$ cat config.mk
export PLATFORM = sky130hd
export DESIGN_NAME = disp_arbiter
export DESIGN_NICKNAME = d
export VERILOG_FILES = /design/src/rtl/disp_arbiter.sv
export SDC_FILE = /design/constraint.sdc
export NUM_CORES = 1
export LEC_CHECK = 0
export CAP_MARGIN = 20
export CORE_MARGIN = 2
export CORE_UTILIZATION = 39
export CTS_CLUSTER_SIZE = 20
export DETAILED_ROUTE_END_ITERATION = 7
export GPL_ROUTABILITY_DRIVEN = 0
export PLACE_DENSITY = 0.74
export SETUP_SLACK_MARGIN = 0.3
export SKIP_LAST_GASP = 1
export SLEW_MARGIN = 20
export SYNTH_ARGS = -nofsm -noshare
export SYNTH_HDL_FRONTEND = slang
export SYNTH_SLANG_ARGS = --single-unit
$ cat constraint.sdc
create_clock -name clk -period 2.5 [get_ports clk]
set_input_delay 0.375 -clock clk [delete_from_list [all_inputs] [get_ports clk]]
set_output_delay 0.375 -clock clk [all_outputs]
set_load 0.005 [all_outputs]
$ cat src/rtl/disp_arbiter.sv
// disp_arbiter: shares one 8-digit display among alert (req[0]), stopwatch and time-of-day.
// Fixed priority for alert, round-robin between 1/2, minimum dwell; DISP_ARB_BLINK_EN adds alert blink.
module disp_arbiter #(
   parameter int TICK_DIV    = 50000,
   parameter int HOLD_TICKS  = 500
`ifdef DISP_ARB_BLINK_EN
   ,
   parameter int BLINK_TICKS = 250
`endif
) (
   input  logic        clk,
   input  logic        rst,
   input  logic [2:0]  req,
   input  logic [31:0] data0,
   input  logic [31:0] data1,
   input  logic [31:0] data2,
   output logic [2:0]  grant,
   output logic [31:0] sign,
   output logic        disp_en,
   output logic        busy
);
   localparam int TW = (TICK_DIV > 1) ? $clog2(TICK_DIV) : 1;
   localparam int HW = (HOLD_TICKS > 0) ? $clog2(HOLD_TICKS + 1) : 1;
   typedef enum logic {S_IDLE, S_OWN} state_t;
   state_t        r_state;
   logic [2:0]    r_grant;
   logic [31:0]   r_sign;
   logic          r_en, r_rr;
   logic [TW-1:0] r_tick;
   logic [HW-1:0] r_hold;
   logic          w_tick, w_done, w_chg, w_own_req, w_oth_req;
   logic [2:0]    w_sel, w_oth, w_nxt;
   logic [31:0]   w_data;
`ifdef DISP_ARB_BLINK_EN
   localparam int BW = (BLINK_TICKS > 1) ? $clog2(BLINK_TICKS) : 1;
   logic [BW-1:0] r_blk;
   logic          w_blink;
`endif
   always_comb begin
      w_tick    = r_tick == TW'(TICK_DIV - 1);
      // dwell ends on the edge where the last tick lands, not one cycle later
      w_done    = (r_hold == '0) || (r_hold == HW'(1) && w_tick);
      w_own_req = |(req & r_grant);
      w_oth     = r_grant ^ 3'b110;
      w_oth_req = |(req & w_oth);
      w_sel     = req[0] ? 3'b001 :
                  r_rr   ? (req[2] ? 3'b100 : {1'b0, req[1], 1'b0}) :
                           (req[1] ? 3'b010 : {req[2], 2'b00});
      w_nxt     = (r_state == S_IDLE)                ? w_sel :
                  (req[0] && !r_grant[0])            ? 3'b001 :
                  (w_done && !w_own_req)             ? w_sel :
                  (w_done && !r_grant[0] && w_oth_req) ? w_oth : r_grant;
      w_chg     = w_nxt != r_grant;
      w_data    = ({32{w_nxt[0]}} & data0) | ({32{w_nxt[1]}} & data1) | ({32{w_nxt[2]}} & data2);
`ifdef DISP_ARB_BLINK_EN
      w_blink   = w_tick && r_blk == BW'(BLINK_TICKS - 1);
`endif
   end
   always_ff @(posedge clk or negedge rst) begin
      if (!rst) begin
         r_state <= S_IDLE;
         r_grant <= '0;
         r_sign  <= '0;
         r_en    <= 1'b0;
         r_rr    <= 1'b0;
         r_tick  <= '0;
         r_hold  <= '0;
`ifdef DISP_ARB_BLINK_EN
         r_blk   <= '0;
`endif
      end else begin
         r_state <= (|w_nxt) ? S_OWN : S_IDLE;
         r_grant <= w_nxt;
         r_sign  <= (w_chg || w_own_req) ? w_data : r_sign;
         r_tick  <= (w_chg || w_tick) ? '0 : r_tick + 1'b1;
         r_hold  <= w_chg ? HW'(HOLD_TICKS) : (w_tick && r_hold != '0) ? r_hold - 1'b1 : r_hold;
         r_rr    <= (w_chg && w_nxt[1]) ? 1'b1 : (w_chg && w_nxt[2]) ? 1'b0 : r_rr;
`ifdef DISP_ARB_BLINK_EN
         r_blk   <= (w_chg || w_blink) ? '0 : w_tick ? r_blk + 1'b1 : r_blk;
         r_en    <= (w_chg || !w_nxt[0]) ? |w_nxt : w_blink ? !r_en : r_en;
`else
         r_en    <= |w_nxt;
`endif
      end
   end
   assign grant   = r_grant;
   assign sign    = r_sign;
   assign disp_en = r_en;
   assign busy    = r_state == S_OWN;
endmodule
Yosys cells after proc, flatten, opt, wreduce, memory -nomap -nowiden:

Cells that the tools add are included.

* input port bits: 101
* output and inout port bits: 37
* logic and storage cells: 54
* register bits after elaboration: 63

* add/sub/neg operators: 2
* reduce and logical (&&, ||, !) cells: 20
* multiplexer cells: 14
* equal/unequal tests: 3
* bitwise operators: 8

Operator list (count)
* $and A32 B32 Y32: 3
* $or A32 B32 Y32: 2
* $mux W3: 8
* $mux W9: 2
* $add A16 B1 Y16 const B: 1
* $eq A16 B16 Y1 const B: 1
* $mux W16: 1
* $eq A9 B1 Y1 const B: 1
* $logic_not A9 Y1: 1
* $reduce_bool A9 Y1: 1
* $reduce_or A3 Y1: 3
* $sub A9 B1 Y9 const B: 1
* $logic_and A1 B1 Y1: 8
* $and A3 B3 Y3: 2
* $reduce_bool A2 Y1: 2
* $logic_or A1 B1 Y1: 3
* $mux W1: 3
* $ne A3 B3 Y1: 1
* $logic_not A1 Y1: 2
* $not A2 Y2: 1

Depth between registers and ports, before layout:

* depth in word-level cells: 13
* depth in mapped cells: 11
* gate-level depth less buffers: 9

Worst setup path after synthesis:

Ideal clock, no wire load.

* path kind: reg2reg
* from: register r_grant[0] (netlist: grant[0])
* to: register r_sign[10] (netlist: sign[10])
* clock period less this slack: 2.528 ns
* stages on the path, launching flop included: 9
* data required time: 2.366 ns
* arrival time: 2.394 ns
* path slack: -0.028 ns
* cell sequence: dfrtp_1 > a222oi_1 > a31oi_1 > o32a_1 > or3_4 > and4_1 > buf_6 > buf_6 > mux2i_1

* cells in the longest elaborated chain, start to end: 10
* elaborated cells on any way between the ends: 21
* those cells by class: eq/ne: 1; mux: 4; bitwise: 7; reduce/logical: 9

RTL lines
* start, declared: RTL line 26 `logic [2:0] r_grant;`
* start signal, assigned: RTL line 73 `r_grant <= w_nxt;`
* $and A3 B3 Y3 (tied with other cells): RTL line 45 `w_oth_req = |(req & w_oth);`
* $reduce_or A3 Y1 (tied with other cells): RTL line 45
* $logic_and A1 B1 Y1 / $logic_not A1 Y1 (equally long branches): RTL line 52, 51
* $mux W3 / $logic_and A1 B1 Y1 (equally long branches): RTL line 52, 51
* $mux W3: RTL line 51 `(w_done && !w_own_req) ? w_sel :`
* $mux W3: RTL line 50 `(req[0] && !r_grant[0]) ? 3'b001 :`
* $mux W3: RTL line 49 `w_nxt = (r_state == S_IDLE) ? w_sel :`
* $and A32 B32 Y32: RTL line 54 `w_data = ({32{w_nxt[0]}} & data0) | ({32{w_nxt[1]}} & data1) | ({32{w_nxt[2]}} & data2);`
* $or A32 B32 Y32 (2 in a row): RTL line 54
* end signal, assigned: RTL line 74 `r_sign <= (w_chg || w_own_req) ? w_data : r_sign;`
* end, declared: RTL line 27 `logic [31:0] r_sign;`

Several ways; a longest one is shown, not always the timed one.
A chain may end at the register's enable or synchronous reset.

Worst setup path after layout:

* from: register r_tick[10]
* to: register r_sign[28] (netlist: sign[28])

* cells in the longest elaborated chain, start to end: 12
* elaborated cells on any way between the ends: 17
* those cells by class: eq/ne: 2; mux: 4; bitwise: 5; reduce/logical: 6

RTL lines
* start, declared: RTL line 29 `logic [TW-1:0] r_tick;`
* start signal, assigned: RTL line 75 `r_tick <= (w_chg || w_tick) ? '0 : r_tick + 1'b1;`
* $eq A16 B16 Y1 *: RTL line 40 `w_tick = r_tick == TW'(TICK_DIV - 1);`
* $logic_and A1 B1 Y1 *: RTL line 42 `w_done = (r_hold == '0) || (r_hold == HW'(1) && w_tick);`
* $logic_or A1 B1 Y1 *: RTL line 42
* $logic_and A1 B1 Y1 (2 in a row): RTL line 52 `(w_done && !r_grant[0] && w_oth_req) ? w_oth : r_grant;`
* $mux W3: RTL line 52
* $mux W3 *: RTL line 51
* $mux W3 *: RTL line 50
* $mux W3 *: RTL line 49
* $and A32 B32 Y32: RTL line 54
* $or A32 B32 Y32 (2 in a row): RTL line 54

Mark *: on every way between the ends. The rest lies on a longest branch, timed or not.

==> impl_metrics.xml <==
<?xml version="1.0" encoding="UTF-8"?>
<metrics>
  <group name="power">
    <metric name="cellPowerDensity" unit="mW/mm^2">611</metric>
    <metric name="design_power_total" unit="W">0.00347</metric>
    <metric name="static-leakage-power" unit="nW">2.45</metric>
    <metric name="vdd_ir_drop_max" unit="mV">0.313</metric>
  </group>
  <group name="clocking">
    <metric name="clock_tree.buffer_depth" unit="">2</metric>
    <metric name="cts_sinks" unit="">62</metric>
    <metric name="worstSkewPairLatency" unit="ns">0.33</metric>
    <metric name="clkTransAtPathRegs" unit="ns">0.07</metric>
    <metric name="cts.htree.levels" unit="">3</metric>
    <metric name="cts_tree" unit="">done</metric>
    <metric name="total_cts_buffers" unit="">9</metric>
    <metric name="clockRootBuffer" unit="">sky130_fd_sc_hd__clkbuf_8</metric>
  </group>
  <group name="yosys">
    <metric name="synth-edff-count" unit="">0</metric>
    <metric name="syn_inst" unit="">319</metric>
    <metric name="synthDistinctLibCells" unit="">42</metric>
    <metric name="async_flop_share" unit="">1.00</metric>
    <metric name="post_synth.cell_area_avg" unit="um^2">10.5</metric>
    <metric name="synthFlopType" unit="">sky130_fd_sc_hd__dfrtp_1</metric>
    <metric name="synth_warnings" unit="">0</metric>
    <metric name="synthesis.nets" unit="">424</metric>
    <metric name="synth.yosys.seq_area_share" unit="">0.462</metric>
    <metric name="syn_area" unit="mm^2">0.00336</metric>
    <metric name="ys_seq_elements" unit="">62</metric>
  </group>
  <group name="setup_path">
    <metric name="crit_path_top_delay_cell" unit="">sky130_fd_sc_hd__nor4b_4</metric>
    <metric name="path_cells" unit="">nor4b_4 &gt; a41o_4 &gt; a31oi_4 &gt; o32a_1 &gt; or3_4 &gt; and4_4 &gt; clkbuf_16 &gt; mux2i_1</metric>
    <metric name="worst-path-max-fanout" unit="">8</metric>
    <metric name="critical-path-max-stage-delay" unit="ns">0.42</metric>
    <metric name="kind_of_critical_path" unit="">reg -&gt; reg</metric>
    <metric name="nature_of_the_critical_path_endpoint" unit="">register</metric>
    <metric name="arrival" unit="ns">2.83</metric>
    <metric name="reg2reg_to" unit="">sign[28]</metric>
    <metric name="regToRegSetupSlack" unit="ns">-0.12</metric>
    <metric name="timing.reg2reg.worst_path_depth" unit="">8</metric>
    <metric name="worst_ep_required_time" unit="ns">2.71</metric>
    <metric name="crit_path_start_kind" unit="">register</metric>
    <metric name="critical_path.reg2reg.startpoint" unit="">r_tick[10]</metric>
  </group>
  <group name="timing">
    <metric name="clock_skew" unit="ns">0.00706</metric>
    <metric name="fin_crit_sh" unit="">1.05</metric>
    <metric name="transition_at_the_pin_with_the_smallest_max_transition_slack" unit="ns">0.642</metric>
    <metric name="final_hold_viol_count" unit="">0</metric>
    <metric name="post-route-min-period" unit="ns">2.62</metric>
    <metric name="final_max_slew_viol_count" unit="">0</metric>
    <metric name="fmax" unit="MHz">381</metric>
    <metric name="grt_setup_unrepaired" unit="">yes</metric>
    <metric name="slew_headroom" unit="">0.572</metric>
    <metric name="setup_viol" unit="">40</metric>
    <metric name="layout_setup_ws" unit="ns">-0.123</metric>
  </group>
  <group name="finish">
    <metric name="instances_no_fill" unit="">615</metric>
    <metric name="finalNetCount" unit="">610</metric>
    <metric name="postLayoutCoreUtil" unit="">0.685</metric>
    <metric name="diodes" unit="">0</metric>
    <metric name="share_of_final_layout_standard_cells_stronger_than_drive_strength_1" unit="">0.188</metric>
    <metric name="most-common-layout-cells" unit="">136 x sky130_fd_sc_hd__clkdlybuf4s50_1, 62 x sky130_fd_sc_hd__dfrtp_1, 46 x sky130_fd_sc_hd__buf_4, 41 x sky130_fd_sc_hd__inv_1, 33 x sky130_fd_sc_hd__a222oi_1</metric>
    <metric name="most_common_cell_after_layout_fill_and_taps_aside" unit="">sky130_fd_sc_hd__clkdlybuf4s50_1</metric>
    <metric name="syn_to_final_growth" unit="%">69.5</metric>
    <metric name="final_area" unit="mm^2">0.00569</metric>
  </group>
  <group name="grt">
    <metric name="grt_max_degree" unit="">35</metric>
    <metric name="grt.total_usage" unit="">0.219</metric>
    <metric name="first_global_vias" unit="">3530</metric>
    <metric name="antenna_violations_before_repair" unit="">0</metric>
    <metric name="grt_first_pass_wirelength" unit="mm">16.7</metric>
    <metric name="grt_overflow_total" unit="">0</metric>
  </group>
  <group name="floorplan">
    <metric name="ios" unit="">138</metric>
    <metric name="die_width" unit="um">96.8</metric>
    <metric name="initial_utilization" unit="">0.404</metric>
    <metric name="core_area" unit="mm^2">0.00830</metric>
    <metric name="fp.dieH" unit="um">96.8</metric>
    <metric name="core.rowCount" unit="">33</metric>
    <metric name="floorplan.die_area" unit="mm^2">0.00936</metric>
  </group>
  <group name="drt">
    <metric name="postRouteWirelength" unit="mm">10.5</metric>
    <metric name="routed_wirelength_normalized_by_instance_count" unit="um">17.1</metric>
    <metric name="vias_per_cell" unit="">5.39</metric>
    <metric name="drc_violation_count_after_routing" unit="">0</metric>
    <metric name="detail_route.iter0.violations" unit="">315</metric>
    <metric name="drt.antenna.violating_nets" unit="">0</metric>
    <metric name="dr_total_vias" unit="">3314</metric>
    <metric name="drt_first_pass_iters" unit="">7</metric>
  </group>
  <group name="placement">
    <metric name="placed_area" unit="mm^2">0.00520</metric>
    <metric name="hpwl" unit="mm">7.46</metric>
    <metric name="number_of_placed_cells_counting_well_taps" unit="">592</metric>
    <metric name="buffer_ports.inserted" unit="">137</metric>
  </group>
  <group name="hold_path">
    <metric name="min_path_type" unit="">in -&gt; async</metric>
  </group>
  <group name="status">
    <metric name="run_status" unit="">complete, but fails checks</metric>
    <metric name="failed_checks" unit="">setup timing</metric>
  </group>
  <group name="flow_run">
    <metric name="reported_max_cap_violation_count" unit="">0</metric>
  </group>
</metrics>
[logic make-up (layout without fill, tap and decap cells)]
| logic type | count (synthesis) | after routing | synth area share |
|---|---|---|---|
| compound gates | 60 | 60 | 0.158 |
| xor+xnor | 22 | 22 | 0.0574 |
| fa+ha+maj | 4 | 4 | 0.0149 |
| buf+inv | 60 | 251 | 0.0779 |
| flops | 62 | 62 | 0.462 |
| mux | 32 | 32 | 0.0955 |
| simple gates | 79 | 79 | 0.133 |
[report_power, final]
group / total (W) / internal [W] / switching, W
clock: 0.000958 / 0.000586 / 0.000372
combinational: 0.00121 / 0.000725 / 0.000482
sequential: 0.00131 / 0.00119 / 0.000119
[layer usage]
layer / global-route usage / part of all wire / up-vias
met5: 0 / 0 / -
met1: 0.264 / 0.40 / 1616
met2: 0.374 / 0.52 / 123
met4: 0.102 / 0.027 / 0
met3: 0.0477 / 0.055 / 22
li1: - / - / 1553
[cell type report]
cell class / instances / area [um^2]
fill: 587 / 2610
timing repair buffer: 194 / 1950
multi-input combinational: 197 / 1690
sequential: 62 / 1550
inverter: 41 / 154
clock buffer: 12 / 145
tap: 105 / 131
clock inverter: 4 / 70.1
[synth_stat cells, types with 2 or more instances]
| library cell | n | area (um^2) |
|---|---|---|
| sky130_fd_sc_hd__a211oi_1 | 3 | 22.5 |
| sky130_fd_sc_hd__a21boi_0 | 2 | 15.0 |
| sky130_fd_sc_hd__a21oi_1 | 4 | 20.0 |
| sky130_fd_sc_hd__a222oi_1 | 33 | 330 |
| sky130_fd_sc_hd__a31oi_1 | 2 | 12.5 |
| sky130_fd_sc_hd__a41oi_1 | 2 | 17.5 |
| sky130_fd_sc_hd__and2_1 | 2 | 12.5 |
| sky130_fd_sc_hd__and4_1 | 3 | 26.3 |
| sky130_fd_sc_hd__buf_2 | 2 | 10.0 |
| sky130_fd_sc_hd__buf_6 | 4 | 45.0 |
| sky130_fd_sc_hd__clkbuf_1 | 12 | 45.0 |
| sky130_fd_sc_hd__dfrtp_1 | 62 | 1550 |
| sky130_fd_sc_hd__ha_1 | 4 | 50.1 |
| sky130_fd_sc_hd__inv_1 | 41 | 154 |
| sky130_fd_sc_hd__mux2i_1 | 32 | 320 |
| sky130_fd_sc_hd__nand2_1 | 12 | 45.0 |
| sky130_fd_sc_hd__nand2b_1 | 8 | 50.1 |
| sky130_fd_sc_hd__nand3_1 | 9 | 45.0 |
| sky130_fd_sc_hd__nand4_1 | 3 | 18.8 |
| sky130_fd_sc_hd__nor2_1 | 16 | 60.1 |
| sky130_fd_sc_hd__nor3_1 | 12 | 60.1 |
| sky130_fd_sc_hd__nor4_1 | 3 | 18.8 |
| sky130_fd_sc_hd__nor4b_2 | 2 | 30.0 |
| sky130_fd_sc_hd__o211a_1 | 2 | 20.0 |
| sky130_fd_sc_hd__o21ai_0 | 3 | 15.0 |
| sky130_fd_sc_hd__o32ai_1 | 2 | 17.5 |
| sky130_fd_sc_hd__or3_1 | 4 | 25.0 |
| sky130_fd_sc_hd__xnor2_1 | 12 | 105 |
| sky130_fd_sc_hd__xor2_1 | 10 | 87.6 |
[state kept, by name, summed over array words and instances, names as in the netlist]
register and cells:
sign 32, r_hold 9, disp_en 1, r_rr 1
grant 3, r_tick 16
[worst max path at each step]
stage / start / endpoint
floorplan: grant[0] / sign[10]
global placement: req[0] / sign[11]
detailed placement: req[0] / sign[23]
CTS: r_tick[10] / sign[28]
global route: r_tick[10] / sign[23]
finish: r_tick[10] / sign[28]
[stage by stage]
stage	setup slack, ns	hold slack (ns)	TNS (ns)
finish	-0.123	0.0542	-3.35
global placement	-0.269	0.434	-13.22
detailed placement	-0.400	0.428	-17.68
floorplan	-0.0280	0.0794	-0.841
CTS	-0.0752	0.0726	-1.97
global route	-0.189	0.0953	-6.90
[worst max-delay path, delay by kind of cell, from the launching register on]
family	cells	cell delay [ns]
AOI/OAI and AO/OA	3	0.76
and+or+nand+nor	3	1.01
muxes	1	0.12
DFF	1	0.41
buffers and inverters	1	0.19
[timing repair]
action                                  4_1_cts  5_1_grt
buffers inserted                              2        1
endpoints found under the hold margin         0        0
hold buffers                                  0        0
endpoints found under the setup margin       60       60
gates cloned                                  2        2
gates resized for setup                      15       13
pin swaps                                     5        4
Power figures use the tool's default switching activity.
==> variant (config.mk and constraints unchanged) <==
`TICK_DIV`: 50000 -> 100000.
--- a/src/rtl/disp_arbiter.sv
+++ b/src/rtl/disp_arbiter.sv
@@ -1,7 +1,7 @@
 // disp_arbiter: shares one 8-digit display among alert (req[0]), stopwatch and time-of-day.
 // Fixed priority for alert, round-robin between 1/2, minimum dwell; DISP_ARB_BLINK_EN adds alert blink.
 module disp_arbiter #(
-   parameter int TICK_DIV    = 50000,
+   parameter int TICK_DIV    = 100000,
    parameter int HOLD_TICKS  = 500
 `ifdef DISP_ARB_BLINK_EN
    ,
Formal check against the unedited RTL: same outputs for any inputs over 10 cycles, from zero or initial values and one cycle with rst low; that may be too few to reach the edited logic, so the function may still have changed.
==> variant against the unedited design <==
- highest routed layer unchanged
- cell area grew 6.6%
- total power decreased by 23%
- wire length is 12% higher
- die area is 6.5% higher
- sequential cell count rose by 1
- synthesized area grew 6.8%
- critical path type is now input port to register
- worst hold slack got worse by 0.039 ns
- setup slack improved by 0.17 ns
==> variant: results (changes against the unedited design) <==
- Run status: completed
- GRT Overall Usage: 0.227 (+0.00778)
- Routed WL: 11.8 mm (+12%)
- Vias per std cell: 5.44 (+0.92%)
- YS warnings: 0 (unchanged)
- Most frequent cells after synthesis: dfrtp_1 (63), inv_1 (40), mux2i_1 (33)
- Register area: 1580 um2 (+1.7%)
- HPWL Detailed: 7.34 mm (-1.6%)
- Tmin final: 2.45 ns (-0.171 ns)
- Worst Skew: 0.0157 ns (+0.00864 ns)
- Worst skew pair latency: 0.35 ns (+0.02 ns)
- First-pass GRT wire length: 17.8 mm (+6.4%)
- Worst Setup SP: req[2]
- Internal: 2.00 mW (-20%)
- Register-to-Register Path Depth: 12 (+4)
- Nets: 640 (+4.9%)
- Pre-CTS setup slack: -0.294 ns (+0.106 ns)
- WS Path Type: input port to register
- Count of cell types in the netlist: 57 (+36%)
- Worst-Margin Slew: 0.562 ns (-0.0797 ns)
- DR iter-0 viols: 285 (-9.5%)
- WHS: 0.0155 ns (-0.0387 ns)
- Pre-Repair DR Iteration Count: 6 (-1)
- Antenna violations before repair: 0 (unchanged)
- CP delay by family, top: buffers and inverters
- P_clk: 0.931 mW (-2.8%)
- Power of the sequential group: 1.14 mW (-13%)
- Max reg flops: 32 (unchanged)
- Routed wire per std cell: 18.2 um (+6.4%)
- Max incr delay on CP: 0.61 ns (+0.19 ns)
- Commonest non-fill, non-tap cell in the layout: clkdlybuf4s50_1
- Final Total Pwr: 2.69 mW (-23%)
- Placed Area: 5290 um2 (+1.6%)
- Crit path DAT: 2.70 ns (-0.13 ns)
- FF-to-FF End: sign[21]
- Vias in the first global route: 3,544 (+0.40%)
- Worst vdd ir: 0.000275 V (-12%)
- Cells after DPL: 603 (+1.9%)
- P_leak: 2.59 nW (+5.6%)
- Mapped Nets: 446 (+5.2%)
- Reg2reg start: r_tick[1]
- Slowest CP cell: clkdlybuf4s50_1
- Share of flip-flops with an asynchronous set or reset: 1.00 (unchanged)
- Largest net degree at the start of global routing: 43 (+23%)
- Top post-synthesis cells by area: dfrtp_1 (44%), mux2i_1 (9.2%), a222oi_1 (8.9%), inv_1 (4.2%), xor2_1 (3.9%)
- Synth Instances: 341 (+6.9%)
- Layout cells sized above 1: 0.239 (+0.0507)
- Worst Path Max Fanout: 7 (-1)
- Reg-to-reg setup timing slack: 0.06 ns (+0.18 ns)
- Layout fillers: 610 (+3.9%)
[variant: cells by family after synthesis]
family	after synthesis	share of synthesized area
AOI/OAI and AO/OA	60	0.157
DFF	63	0.440
muxes	34	0.0960
xor gates and xnor gates	25	0.0611
adders and majority gates	4	0.0140
buffers and inverters	58	0.0831
and+or+nand+nor	97	0.149
[variant: final cells by class]
type,count,share of cell area
multi-input cells,221,0.315
clock buffers,11,0.0250
inverters,40,0.0248
flip-flops and latches,63,0.260
clock inverters,5,0.00929
well taps,108,0.0223
repair buffers,200,0.343
[variant: metal layers]
layer	GRT usage	up-vias	routed length, um
li1	-	1640	-
met1	0.293	1729	4820
met2	0.383	135	6030
met3	0.0383	20	674
met4	0.0875	0	267
met5	0	-	0
[variant: what timing repair did]
| item | in CTS | in global routing |
|---|---|---|
| cloned | 6 | 2 |
| buffers inserted | 20 | 1 |
| pin swaps | 23 | 10 |
| resized for setup | 40 | 24 |
| setup endpoints to repair | 58 | 61 |
